`config.mk`:
```
export PLATFORM = sky130hd
export DESIGN_NAME = ins_scheduler
export DESIGN_NICKNAME = d
export VERILOG_FILES = /design/src/rtl/ins_scheduler.sv
export SDC_FILE = /design/constraint.sdc
export NUM_CORES = 1
export LEC_CHECK = 0
export ABC_AREA = 1
export CAP_MARGIN = 10
export CORE_ASPECT_RATIO = 0.7
export CORE_MARGIN = 5
export CORE_UTILIZATION = 45
export CTS_CLUSTER_SIZE = 14
export DETAILED_ROUTE_END_ITERATION = 8
export PLACE_DENSITY = 0.75
export RECOVER_POWER = 25
export SLEW_MARGIN = 0
export SYNTH_ARGS = -nofsm -noshare
export SYNTH_HDL_FRONTEND = slang
export SYNTH_SLANG_ARGS = --single-unit
```
`constraint.sdc`:
```
create_clock -name clk -period 1.97 [get_ports clk]
set_input_delay 0.394 -clock clk [delete_from_list [all_inputs] [get_ports clk]]
set_output_delay 0.394 -clock clk [all_outputs]
set_load 0.02 [all_outputs]
```
`src/rtl/ins_scheduler.sv`:
```
// Handshake-driven instruction sequencer for the conv/maxpool/ReLU engine.
// Fetches, decodes and issues work to fetch/writeback units, with watchdog.
`timescale 1ns/1ps
module ins_scheduler #(
  parameter int INS_ADDR_WIDTH = 10,
  parameter int ADDR_WIDTH     = 10,
  parameter int IMG_SIZE_WIDTH = 5,
  parameter int OPCODE_WIDTH   = 3,
  parameter int TIMEOUT_WIDTH  = 12,
  localparam int INS_W = OPCODE_WIDTH + 3*ADDR_WIDTH + IMG_SIZE_WIDTH
) (
  input  logic                      clk,
  input  logic                      rstn,
  input  logic                      start,
  output logic [INS_ADDR_WIDTH-1:0] ins_addr,
  input  logic [INS_W-1:0]          ins_rdata,
  output logic                      img_start,
  output logic [ADDR_WIDTH-1:0]     img_addr,
  output logic [IMG_SIZE_WIDTH-1:0] img_size,
  input  logic                      img_done,
  output logic                      ker_start,
  output logic [ADDR_WIDTH-1:0]     ker_addr,
  output logic [2:0]                ker_size,
  input  logic                      ker_done,
  output logic                      wb_start,
  output logic [ADDR_WIDTH-1:0]     out_addr,
  output logic [1:0]                pe_op,
  input  logic                      wb_done,
  output logic                      busy,
  output logic                      halted,
  output logic                      err_timeout,
  output logic                      err_illegal,
  output logic [15:0]               ins_count
);

  localparam logic [2:0] S_IDLE   = 3'd0;
  localparam logic [2:0] S_FETCH  = 3'd1;
  localparam logic [2:0] S_DECODE = 3'd2;
  localparam logic [2:0] S_ISSUE  = 3'd3;
  localparam logic [2:0] S_WAIT   = 3'd4;
  localparam logic [2:0] S_WB     = 3'd5;
  localparam logic [2:0] S_NEXT   = 3'd6;
  localparam logic [2:0] S_HALT   = 3'd7;

  localparam logic [OPCODE_WIDTH-1:0] OP_CONV2 = OPCODE_WIDTH'(1);
  localparam logic [OPCODE_WIDTH-1:0] OP_CONV3 = OPCODE_WIDTH'(2);
  localparam logic [OPCODE_WIDTH-1:0] OP_CONV5 = OPCODE_WIDTH'(3);
  localparam logic [OPCODE_WIDTH-1:0] OP_MAXP  = OPCODE_WIDTH'(4);
  localparam logic [OPCODE_WIDTH-1:0] OP_RELU  = OPCODE_WIDTH'(5);
  localparam logic [OPCODE_WIDTH-1:0] OP_HALT  = OPCODE_WIDTH'(6);
  localparam logic [OPCODE_WIDTH-1:0] OP_ILL   = OPCODE_WIDTH'(7);

  localparam logic [TIMEOUT_WIDTH-1:0] WD_LAST =
    {{(TIMEOUT_WIDTH-1){1'b1}}, 1'b0};

  logic [2:0]                state_q, state_d;
  logic [INS_ADDR_WIDTH-1:0] ia_q, ia_d;
  logic [ADDR_WIDTH-1:0]     img_a_q, img_a_d;
  logic [ADDR_WIDTH-1:0]     ker_a_q, ker_a_d;
  logic [ADDR_WIDTH-1:0]     out_a_q, out_a_d;
  logic [IMG_SIZE_WIDTH-1:0] isz_q, isz_d;
  logic [2:0]                ksz_q, ksz_d;
  logic [1:0]                pe_q, pe_d;
  logic                      ken_q, ken_d;
  logic                      iseen_q, iseen_d;
  logic                      kseen_q, kseen_d;
  logic [TIMEOUT_WIDTH-1:0]  wd_q, wd_d;
  logic                      eto_q, eto_d;
  logic                      eil_q, eil_d;
  logic [15:0]               cnt_q, cnt_d;

  logic [OPCODE_WIDTH-1:0] op;
  logic [1:0]              dec_pe;
  logic [2:0]              dec_ks;
  logic                    dec_ken;
  logic                    dec_exec;
  logic                    dec_halt;
  logic                    dec_ill;

  assign op = ins_rdata[OPCODE_WIDTH-1:0];

  always_comb begin
    dec_pe   = 2'b00;
    dec_ks   = 3'd0;
    dec_ken  = 1'b0;
    dec_exec = 1'b0;
    dec_halt = 1'b0;
    dec_ill  = 1'b0;
    unique case (op)
      OP_CONV2: begin
        dec_pe = 2'b01; dec_ks = 3'd2;
        dec_ken = 1'b1; dec_exec = 1'b1;
      end
      OP_CONV3: begin
        dec_pe = 2'b01; dec_ks = 3'd3;
        dec_ken = 1'b1; dec_exec = 1'b1;
      end
      OP_CONV5: begin
        dec_pe = 2'b01; dec_ks = 3'd5;
        dec_ken = 1'b1; dec_exec = 1'b1;
      end
      OP_MAXP: begin
        dec_pe = 2'b10; dec_ks = 3'd2;
        dec_exec = 1'b1;
      end
      OP_RELU: begin
        dec_pe = 2'b11; dec_exec = 1'b1;
      end
      OP_HALT: dec_halt = 1'b1;
      OP_ILL:  dec_ill  = 1'b1;
      default: ;
    endcase
  end

  // Watchdog defaults to zero so it clears on every state change.
  always_comb begin
    state_d = state_q;
    ia_d    = ia_q;
    img_a_d = img_a_q;
    ker_a_d = ker_a_q;
    out_a_d = out_a_q;
    isz_d   = isz_q;
    ksz_d   = ksz_q;
    pe_d    = pe_q;
    ken_d   = ken_q;
    iseen_d = iseen_q;
    kseen_d = kseen_q;
    wd_d    = '0;
    eto_d   = eto_q;
    eil_d   = eil_q;
    cnt_d   = cnt_q;
    unique case (state_q)
      S_IDLE, S_HALT: begin
        if (start) begin
          state_d = S_FETCH;
          ia_d    = '0;
          eto_d   = 1'b0;
          eil_d   = 1'b0;
          cnt_d   = '0;
        end
      end
      S_FETCH: state_d = S_DECODE;
      S_DECODE: begin
        out_a_d = ins_rdata[OPCODE_WIDTH +: ADDR_WIDTH];
        ker_a_d = ins_rdata[OPCODE_WIDTH+ADDR_WIDTH +: ADDR_WIDTH];
        img_a_d = ins_rdata[OPCODE_WIDTH+2*ADDR_WIDTH +: ADDR_WIDTH];
        isz_d   = ins_rdata[OPCODE_WIDTH+3*ADDR_WIDTH +: IMG_SIZE_WIDTH];
        pe_d    = dec_pe;
        ksz_d   = dec_ks;
        ken_d   = dec_ken;
        if (dec_ill) eil_d = 1'b1;
        if (dec_halt)      state_d = S_HALT;
        else if (dec_exec) state_d = S_ISSUE;
        else               state_d = S_NEXT;
      end
      S_ISSUE: begin
        iseen_d = 1'b0;
        kseen_d = !ken_q;
        state_d = S_WAIT;
      end
      S_WAIT: begin
        iseen_d = iseen_q | img_done;
        kseen_d = kseen_q | ker_done;
        if (iseen_d && kseen_d) begin
          state_d = S_WB;
        end else if (wd_q == WD_LAST) begin
          eto_d   = 1'b1;
          state_d = S_HALT;
        end else begin
          wd_d = wd_q + 1'b1;
        end
      end
      S_WB: begin
        if (wd_q != '0 && wb_done) begin
          if (cnt_q != 16'hFFFF) cnt_d = cnt_q + 16'd1;
          state_d = S_NEXT;
        end else if (wd_q == WD_LAST) begin
          eto_d   = 1'b1;
          state_d = S_HALT;
        end else begin
          wd_d = wd_q + 1'b1;
        end
      end
      S_NEXT: begin
        if (&ia_q) begin
          state_d = S_HALT;
        end else begin
          ia_d    = ia_q + 1'b1;
          state_d = S_FETCH;
        end
      end
      default: state_d = S_IDLE;
    endcase
  end

  always_ff @(posedge clk or negedge rstn) begin
    if (!rstn) begin
      state_q <= S_IDLE;
      ia_q    <= '0;
      img_a_q <= '0;
      ker_a_q <= '0;
      out_a_q <= '0;
      isz_q   <= '0;
      ksz_q   <= '0;
      pe_q    <= '0;
      ken_q   <= 1'b0;
      iseen_q <= 1'b0;
      kseen_q <= 1'b0;
      wd_q    <= '0;
      eto_q   <= 1'b0;
      eil_q   <= 1'b0;
      cnt_q   <= '0;
    end else begin
      state_q <= state_d;
      ia_q    <= ia_d;
      img_a_q <= img_a_d;
      ker_a_q <= ker_a_d;
      out_a_q <= out_a_d;
      isz_q   <= isz_d;
      ksz_q   <= ksz_d;
      pe_q    <= pe_d;
      ken_q   <= ken_d;
      iseen_q <= iseen_d;
      kseen_q <= kseen_d;
      wd_q    <= wd_d;
      eto_q   <= eto_d;
      eil_q   <= eil_d;
      cnt_q   <= cnt_d;
    end
  end

  // First WB cycle is the only one with a zero watchdog.
  assign wb_start    = (state_q == S_WB) && (wd_q == '0);
  assign img_start   = (state_q == S_ISSUE);
  assign ker_start   = (state_q == S_ISSUE) && ken_q;
  assign ins_addr    = ia_q;
  assign img_addr    = img_a_q;
  assign img_size    = isz_q;
  assign ker_addr    = ker_a_q;
  assign ker_size    = ksz_q;
  assign out_addr    = out_a_q;
  assign pe_op       = pe_q;
  assign busy        = (state_q != S_IDLE) && (state_q != S_HALT);
  assign halted      = (state_q == S_HALT);
  assign err_timeout = eto_q;
  assign err_illegal = eil_q;
  assign ins_count   = cnt_q;

endmodule
```
==> metrics.md, run 1 <==
| Metric | Value |
|---|---|
| Worst path slowest cell | clkdlybuf4s50_1 |
| Reg2Reg Depth | 9 |
| WP depth | 1 |
| FF-to-FF Start | ins_count[4] |
| Routability cong. | 0.894 |
| Site Rows | 30 |
| Vias in the first global route | approximately 4,000 |
| Reg clk slew, reported paths | approximately 0.06 ns |
| # hold bufs at CTS | 0 |
| Crit path kind | reg -> out |
| WL final | ~12,000 um |
| Avg Inst Size Synth | between 7 and 8 um^2 |
| Clk pwr share | ~25% |
| Post-synth top flop | dfrtp_1 |
| Num Clock Sinks | 86 |
| Worst Max-Slew Pin Slew | just over 1 ns |
| Initial Util | between 40% and 50% |
| Maximum clock rate | 537 MHz |
| DPL Wire Length | 8680 um |
| Setup TNS Final | 0 ns |
| CP top delay family | buffers and inverters |
| Fin Hold WS | 0.224 ns |
| Leak | roughly 2.8 nW |
| Max-slew headroom | around a third |
| Peak supply drop | roughly 0.78 mV |
| Mapped cell area | around 4300 um^2 |
| Layout Skew | ~0.0082 ns |
| Largest net degree at the start of global routing | between 40 and 50 |
| DR WL/cell | between 10 and 15 um |
| Logic pwr share | 43.4% |
| Num CTS Buffers | 9 |
| Synth async-reset ratio | 100% |
| Max-Cap Viols | 0 |
| Crit. End Element | output pin |
| Synth warn | 0 |
| Core Region | roughly 9600 um^2 |
| Min-Delay Path Class | in -> async |
| Sw Share | a little under two fifths |
| # IOs | roughly 120 |
| IO buf count | ~120 |
| Crit-path max FO | 6 |
| #FFs+latches synth | 86 |
| Post-synthesis sequential area ratio | about half |
| Grt ovf | 0 |
| RSZ-0062 raised after global routing | false |
| Cell Pwr Density | 1300 nW/um^2 |
| Final nets | 750 |
| R2r setup slk | around 0.20 ns |
| First-pass GRT wire length | slightly below 20,000 um |
| DRC errors left | 0 |
| Routed via count | just over 4,000 |
| GRT Total Usage | between 20% and 30% |
| CP Buf/Inv Count | 1 |
| Final Hold Fails | 0 |
| PnR Total Power | around 8 mW |
| Synth area leader | dfrtp_1 |
| Antenna violations before repair | 0 |
| Final setup violation count | 0 |
| Internal Power | ~4.9 mW |
| CP endpoint | ins_count[13] |
| CP arrival | ~1.5 ns |
| NetSw | ~3.0 mW |
| Yosys cell types | 33 |
| Critical Path, Cell by Cell | clkdlybuf4s50_1 |
| Iter 0 DRT Violations | about 240 |
| Minimum clock period | 1.86 ns |
| TritonCTS clock tree | done |
| Synthesized net count | 612 |
| Ant diodes | 0 |
| Root buffer selected by CTS | clkbuf_16 |
| Yosys top cell area share | between 40% and 50% |
| Drt via density | about 4.9 |
| Die height | 92.2 um |
| H-tree levels | 3 |
| Critical path launch point | ins_count[13] |
| Slew Limit Fails | 0 |
| Detailed-router iteration count before antenna repair | 5 |
| Clock buffer depth | 2 |
| Cell count after synthesis | 563 |
| Worst Path Required | approximately 1.6 ns |
| Status | finished, final reports clean |
| Die width | between 100 and 150 um |
| Critical R2R Capture | ins_count[7] |
| Tcrit/Tclk final | 94.6% |
| Setup crit start kind | flop |
| Area Overhead vs Synth | 40.8% |
| Number of flops mapped to enable cells by yosys | 0 |
| CP peak stage delay | 0.65 ns |
| Die ar. | 11,800 um^2 |
| Cell with the most instances after synthesis | nand2_1 |
| Detail Route Antenna Nets | 0 |
| Top post-synthesis cells by area | dfrtp_1, nand2_1, nor2_1 |
| Sequential Power Share | between 30% and 40% |
| Worst skew pair latency | between 0.3 and 0.4 ns |
| Share of cells above drive strength 1 | a little under a tenth |
| Synth cell count leaders | nand2_1, dfrtp_1, nor2_1, inv_1, nand3_1 |
metal layers:
| metal | track usage [%] | wire, um | part of all wire (%) |
|---|---|---|---|
| met3 | 8.44 | 1100 | 9.5 |
| met4 | 5.18 | 104 | 0.90 |
| met5 | 0 | 0 | 0 |
| met1 | 27.0 | 5110 | 44 |
| met2 | 31.6 | 5260 | 45 |
state kept, by name, summed over array words and instances (netlist names):
register and count:
iseen_q 1, kseen_q 1, pe_op 2, ker_size 3, img_size 5, wd_q 12, img_addr 10, err_timeout 1
err_illegal 1, ken_q 1, ker_addr 10, ins_count 16, out_addr 10, ins_addr 10, state_q 3
how the worst min path moves through the flow:
stage                     startpoint           to  cells after the start
final                           rstn      wd_q[1]                      1
after global routing            rstn      wd_q[1]                      1
after CTS                       rstn      wd_q[3]                      1
after detailed placement        rstn      wd_q[0]                      1
after floorplan                 rstn  err_illegal                      0
after global placement          rstn      wd_q[2]                      1
final cells by class:
type	instances	area [um^2]
well taps	128	160
clock buffers	11	243
inverters	46	173
flip-flops and latches	86	2150
fillers	800	3450
multi-input cells	417	1950
repair buffers	141	1340
clock inverters	5	106
kinds of logic after synthesis:
logic type / count (synthesis) / synth area share (%)
flip-flops: 86 / 49.5
adder cells (fa/ha/maj): 5 / 1.44
XOR/XNOR: 20 / 4.03
buffers and inverters: 60 / 5.79
AO/OA/AOI/OAI: 44 / 6.02
AND/OR/NAND/NOR: 348 / 33.2
through the flow:
step	util, %	worst slack [ns]	std cells	area, um^2
6_report	63.9	0.107	834	6120
3_3_place_gp	60.5	0.0641	818	5790
3_5_place_dp	60.5	0.0371	818	5790
2_1_floorplan	-	0.184	563	4350
4_1_cts	64.2	0.00161	834	6140
5_1_grt	63.9	0.0175	834	6120
layout by cell type (no fill, tap or decap), types with 5 or more instances in the layout:
master / instances
ha_1: 5
o21ai_1: 15
nor2_1: 64
inv_1: 41
nand3_1: 29
inv_2: 5
clkdlybuf4s50_1: 110
nand3b_1: 5
buf_4: 24
nand4_1: 5
xor2_1: 18
nand2_1: 230
clkbuf_16: 9
dfrtp_1: 84
a21oi_1: 5
o21ai_0: 10
what timing repair did:
item                       CTS  global route
setup endpoints to repair    5             5
setup buffers                0             0
gates resized for setup     10             6
power by group through the flow:
stage	clock network, mW	registers (mW)	logic [mW]
2_1_floorplan	0	3.04	1.51
3_3_place_gp	0	2.55	3.46
3_5_place_dp	0	2.56	3.52
4_1_cts	2.01	2.55	3.51
5_1_grt	2.08	2.61	3.81
6_report	1.97	2.55	3.47
Power figures use the tool's default switching activity.
==> inputs of run 2 (changes only) <==
--- a/config.mk
+++ b/config.mk
@@ -8,10 +8,11 @@
 export ABC_AREA = 1
 export CAP_MARGIN = 10
 export CORE_ASPECT_RATIO = 0.7
-export CORE_MARGIN = 5
+export CORE_MARGIN = 8
 export CORE_UTILIZATION = 45
 export CTS_CLUSTER_SIZE = 14
 export DETAILED_ROUTE_END_ITERATION = 8
+export GPL_ROUTABILITY_DRIVEN = 0
 export PLACE_DENSITY = 0.75
 export RECOVER_POWER = 25
 export SLEW_MARGIN = 0
==> metrics.md, run 2 (synthesis gave the netlist of run 1 again) <==
| Metric | Value |
|---|---|
| Die width | between 100 and 150 um |
| Reg area | ~2200 um^2 |
| Fill count | slightly above 800 |
| Routed via count | roughly 4,100 |
| PnR Total Power | 7.84 mW |
| Multi-input gate area | 1960 um^2 |
| Share of cells above drive strength 1 | 9.34% |
| Peak supply drop | 0.866 mV |
| Area Overhead vs Synth | 39.9% |
| Clock buffer depth | 2 |
| Site Rows | 30 |
| Worst Max-Slew Pin Slew | ~0.7 ns |
| Grt ovf | 0 |
| Layout Skew | 0.0101 ns |
| CP arrival | approximately 1.5 ns |
| Worst Path Required | 1.58 ns |
| Crit. End Element | output pin |
| Minimum clock period | about 1.9 ns |
| Crit-path max FO | 4 |
| Detail Route Antenna Nets | 0 |
| Ant diodes | 0 |
| Min-Delay Path Class | reg -> reg |
| Leak | 2.83 nW |
| Vias in the first global route | between 4,000 and 5,000 |
| Max-Cap Viols | 0 |
| Critical path launch point | state_q[0] |
| DRC errors left | 0 |
| FF-to-FF Start | state_q[2] |
| Reg2Reg Depth | 10 |
| Worst slack, placed | roughly 0.0014 ns |
| Worst skew pair latency | 0.34 ns |
| Leading cell types in the layout, fill and taps excluded | nand2_1, clkdlybuf4s50_1, dfrtp_1 |
| Tcrit/Tclk final | between 90% and 100% |
| Initial Util | a little under half |
| DPL Wire Length | between 8000 and 9000 um |
| Root buffer selected by CTS | clkbuf_16 |
| Hold worst-path end | ker_addr[3] |
| Iter 0 DRT Violations | around 310 |
| IO buf count | around 120 |
| Setup crit start kind | flop |
| Worst Hold Launch | ker_addr[3] |
| Final Hold Fails | 0 |
| Status | finished, final reports clean |
| Final setup violation count | 0 |
| Fin Hold WS | about 0.47 ns |
| Critical R2R Capture | ins_count[3] |
| TritonCTS clock tree | done |
| Max-slew headroom | between 50 and 60% |
| Num Clock Sinks | 86 |
| DR WL/cell | roughly 15 um |
| Detailed-router iteration count before antenna repair | 5 |
| Post-layout util | 63.8% |
| Die height | between 90 and 100 um |
| Largest net degree at the start of global routing | approximately 50 |
| Setup TNS Final | 0 ns |
| Drt via density | approximately 4.9 |
| Core Region | about 9500 um^2 |
| Setup ws final | around 0.089 ns |
| # IOs | about 120 |
| Final nets | ~750 |
| Antenna violations before repair | 0 |
| R2r setup slk | roughly 0.16 ns |
| Crit path kind | reg -> out |
| Maximum clock rate | ~530 MHz |
| Number of flip-flops in the largest register | 16 |
| H-tree levels | 3 |
| Most common cell after layout, fill and taps aside | nand2_1 |
| Hold path cells | 2 |
| Cell Pwr Density | about 1300 nW/um^2 |
| WL final | around 12,000 um |
| GRT Total Usage | 18.8% |
| Die ar. | between 10,000 and 15,000 um^2 |
| Slew Limit Fails | 0 |
| Num CTS Buffers | 9 |
| First-pass GRT wire length | about 20,000 um |
| Reg clk slew, reported paths | about 0.070 ns |
## run 2: cell types whose count changed in the layout (fill, tap and decap cells not counted), sizes merged
cell	delta
clkbuf	-3
dlygate4sd2	+1
dlygate4sd3	+1
clkinvlp	+1
nand2	+1
bufinv	-2
inv	+2
## run 2: final cells by class
cell class                 instances  share of cell area, %
timing repair buffer             141                   21.8
sequential                        86                   35.4
tap                              128                   2.63
clock inverter                     6                   1.11
inverter                          46                   2.84
multi-input combinational        418                   32.2
clock buffer                      10                   3.93
## run 2: per-layer routing
metal / GRT usage (%) / up-vias / routed length (um)
met5: 0 / - / 0
met1: 23.4 / 1896 / 5220
met4: 5.85 / 0 / 220
li1: - / 2041 / -
met3: 8.62 / 25 / 1260
met2: 28.5 / 149 / 5420
## run 2: worst max-delay path: stages (launching register included)
cell and delay (ns):
dfrtp_1 0.43, buf_4 0.17, nor2_1 0.08, nand2_1 0.11, o21ai_2 0.10, inv_1 0.09
buf_2 0.17
## run 2: stage by stage
step / cell area (um^2) / std cells
floorplan: 4350 / 563
global placement: 5780 / 816
detailed placement: 5780 / 816
CTS: 6100 / 833
global route: 6080 / 835
finish: 6080 / 835
## run 2: power by group
| part | internal, mW | switching, mW |
|---|---|---|
| clock | 1.02 | 0.711 |
| combinational | 1.41 | 2.14 |
| sequential | 2.26 | 0.291 |
| total | 4.69 | 3.15 |
## run 2: worst max-delay path by stage
stage / end / slack [ns] / cells after the start
final: busy / 0.09 / 6
after global routing: halted / -0.0008 / 3
after CTS: ker_start / 0.006 / 5
after detailed placement: wb_start / 0.001 / 5
after global placement: wb_start / 0.04 / 5
after floorplan: ins_count[0] / 0.18 / 10
## run 2: repair_timing
action | in CTS | in global routing
setup endpoints to repair | 5 | 8
hold buffers | 1 | 0
gates cloned | 0 | 1
setup buffers | 0 | 1
resized for setup | 12 | 5
endpoints found under the hold margin | 7 | 0
pin swaps | 0 | 1
==> inputs of run 3 (changes only) <==
--- a/config.mk
+++ b/config.mk
@@ -9,11 +9,11 @@
 export CAP_MARGIN = 10
 export CORE_ASPECT_RATIO = 0.7
 export CORE_MARGIN = 8
-export CORE_UTILIZATION = 45
+export CORE_UTILIZATION = 46
 export CTS_CLUSTER_SIZE = 14
 export DETAILED_ROUTE_END_ITERATION = 8
 export GPL_ROUTABILITY_DRIVEN = 0
-export PLACE_DENSITY = 0.75
+export PLACE_DENSITY = 0.77
 export RECOVER_POWER = 25
 export SLEW_MARGIN = 0
 export SYNTH_ARGS = -nofsm -noshare
==> metrics.md, run 3 (synthesis gave the netlist of run 1 again) <==
| Metric | Value |
|---|---|
| TritonCTS clock tree | done |
| Post-layout instance area | approximately 6000 um^2 |
| Clk pwr share | 20.0% |
| Num Clock Sinks | 86 |
| Detail Route Antenna Nets | 0 |
| CP top delay family | flip-flops |
| Max-slew headroom | between 40% and 50% |
| Most common cell after layout, fill and taps aside | nand2_1 |
| Final Hold Fails | 0 |
| Antenna violations before repair | 0 |
| Reg clk slew, reported paths | 0.06 ns |
| GRT Total Usage | 19.4% |
| Tcrit/Tclk final | between 90% and 100% |
| Crit path kind | reg -> out |
| CP Buf/Inv Count | 1 |
| Crit. End Element | output pin |
| Die width | roughly 130 um |
| Vias in the first global route | between 4,000 and 5,000 |
| Area Overhead vs Synth | 38.9% |
| # IOs | ~120 |
| Crit-path max FO | 5 |
| Num CTS Buffers | 9 |
| RSZ-0062 raised after global routing | false |
| Min-Delay Path Class | reg -> reg |
| Worst path slowest cell | dfrtp_1 |
| Ant diodes | 0 |
| Leak | 2.80 nW |
| Sw Share | 40.6% |
| DRC errors left | 0 |
| Share of cells above drive strength 1 | 8.66% |
| Minimum clock period | roughly 1.9 ns |
| Die ar. | 12,900 um^2 |
| Number of flip-flops in the largest register | 16 |
| Core Region | around 9000 um^2 |
| Final setup violation count | 0 |
| Sequential Power Share | approximately 33% |
| Post-layout util | approximately two thirds |
| Detailed-router iteration count before antenna repair | 5 |
| CP arrival | between 1 and 1.5 ns |
| Grt ovf | 0 |
| NetSw | around 3.1 mW |
| Final nets | 748 |
| Logic pwr share | between 40% and 50% |
| Setup TNS Final | 0 ns |
| Site Rows | 29 |
| Dpl cell area | ~5700 um^2 |
| Leading cell types in the layout, fill and taps excluded | nand2_1, clkdlybuf4s50_1, dfrtp_1 |
| Die height | just under 100 um |
| Worst Max-Slew Pin Slew | roughly 0.89 ns |
| Max-Cap Viols | 0 |
| Peak supply drop | 1.01 mV |
| Slew Limit Fails | 0 |
| DPL Wire Length | around 9100 um |
| Initial Util | a little under half |
| Routed via count | 4,076 |
| DR WL/cell | 14.6 um |
| Worst skew pair latency | 0.34 ns |
| Root buffer selected by CTS | clkbuf_16 |
| Status | finished, final reports clean |
| H-tree levels | 3 |
| Worst Path Required | between 1.5 and 2 ns |
| Internal Power | 4.55 mW |
| Setup crit start kind | flop |
| Largest net degree at the start of global routing | 66 |
| Clock buffer depth | 2 |
| First-pass GRT wire length | approximately 20,000 um |
| Fin Hold WS | between 0.4 and 0.5 ns |
| Maximum clock rate | approximately 530 MHz |
| Layout Skew | 0.00872 ns |
| Critical Path, Cell by Cell | nand2_1 > nor2_1 > clkdlybuf4s15_1 |
| Iter 0 DRT Violations | roughly 330 |
| Drt via density | 4.92 |
| WL final | ~12,000 um |
| Cell Pwr Density | roughly 1300 nW/um^2 |
| CP peak stage delay | between 0.4 and 0.5 ns |
| IO buf count | about 120 |
| Fill count | 751 |
## run 3: cell count changes in the layout (fill, tap and decap cells not counted), moves of 2 or more
cell,previous run,this run
clkbuf_1,1,4
buf_4,23,20
buf_2,3,1
inv_6,2,0
## run 3: power groups by stage
| stage | Combinational, mW | Clock (mW) | Sequential [mW] |
|---|---|---|---|
| 3_3_place_gp | 3.48 | 0 | 2.55 |
| 6_report | 3.59 | 1.53 | 2.54 |
| 4_1_cts | 3.58 | 1.57 | 2.54 |
| 2_1_floorplan | 1.51 | 0 | 3.04 |
| 3_5_place_dp | 3.54 | 0 | 2.57 |
| 5_1_grt | 3.97 | 1.64 | 2.60 |
## run 3: through the flow
stage | setup WS [ns] | power (mW) | cells
final | 0.0988 | 7.66 | 828
after global placement | 0.0660 | 6.03 | 807
after CTS | 0.00850 | 7.69 | 826
after global routing | 0.00393 | 8.21 | 828
after floorplan | 0.184 | 4.56 | 563
after detailed placement | 0.0228 | 6.10 | 807
## run 3: worst paths after layout
| kind | startpoint | end | slack [ns] | cells after the start |
|---|---|---|---|---|
| max reg2reg | state_q[2] | ins_count[1] | 0.17 | 11 |
| min in group asynchronous | rstn | wd_q[2] | 0.48 | 2 |
| min | out_addr[9] | out_addr[9] | 0.47 | 2 |
| min reg2reg | out_addr[9] | out_addr[9] | 0.47 | 2 |
| max in group asynchronous | rstn | ker_addr[3] | 0.27 | 3 |
| max | state_q[0] | halted | 0.1 | 3 |
## run 3: cell type report
type,instances,area [um^2],share of cell area (%)
Inverter,46,173,2.86
Clock buffer,13,240,3.98
Timing Repair Buffer,138,1330,22.0
Sequential cell,86,2150,35.7
Clock inverter,3,21.3,0.352
Tap cell,124,155,2.57
Multi-Input combinational cell,418,1970,32.6
## run 3: timing repair
| item | in CTS | in global routing |
|---|---|---|
| cloned | 0 | 1 |
| resized for setup | 10 | 10 |
| pin swaps | 1 | 2 |
| endpoints found under the setup margin | 5 | 19 |
| buffers inserted | 2 | 1 |
| endpoints found under the hold margin | 21 | 0 |
| hold buffers | 1 | 0 |
## run 3: metal layers
metal  vias to the layer above  GRT usage (%)  wire [um]
met3                        19           9.40       1250
met5                         -              0          0
li1                       2031              -          -
met2                       135           30.5       5360
met1                      1891           23.1       5270
met4                         0           5.39        170
## run 3: worst register-to-register path, delay by kind of cell (launching register included)
family | cells | cell delay (ns)
flip-flops | 1 | 0.36
AND/OR/NAND/NOR | 5 | 0.66
buffers and inverters | 4 | 0.50
AO/OA/AOI/OAI | 2 | 0.17
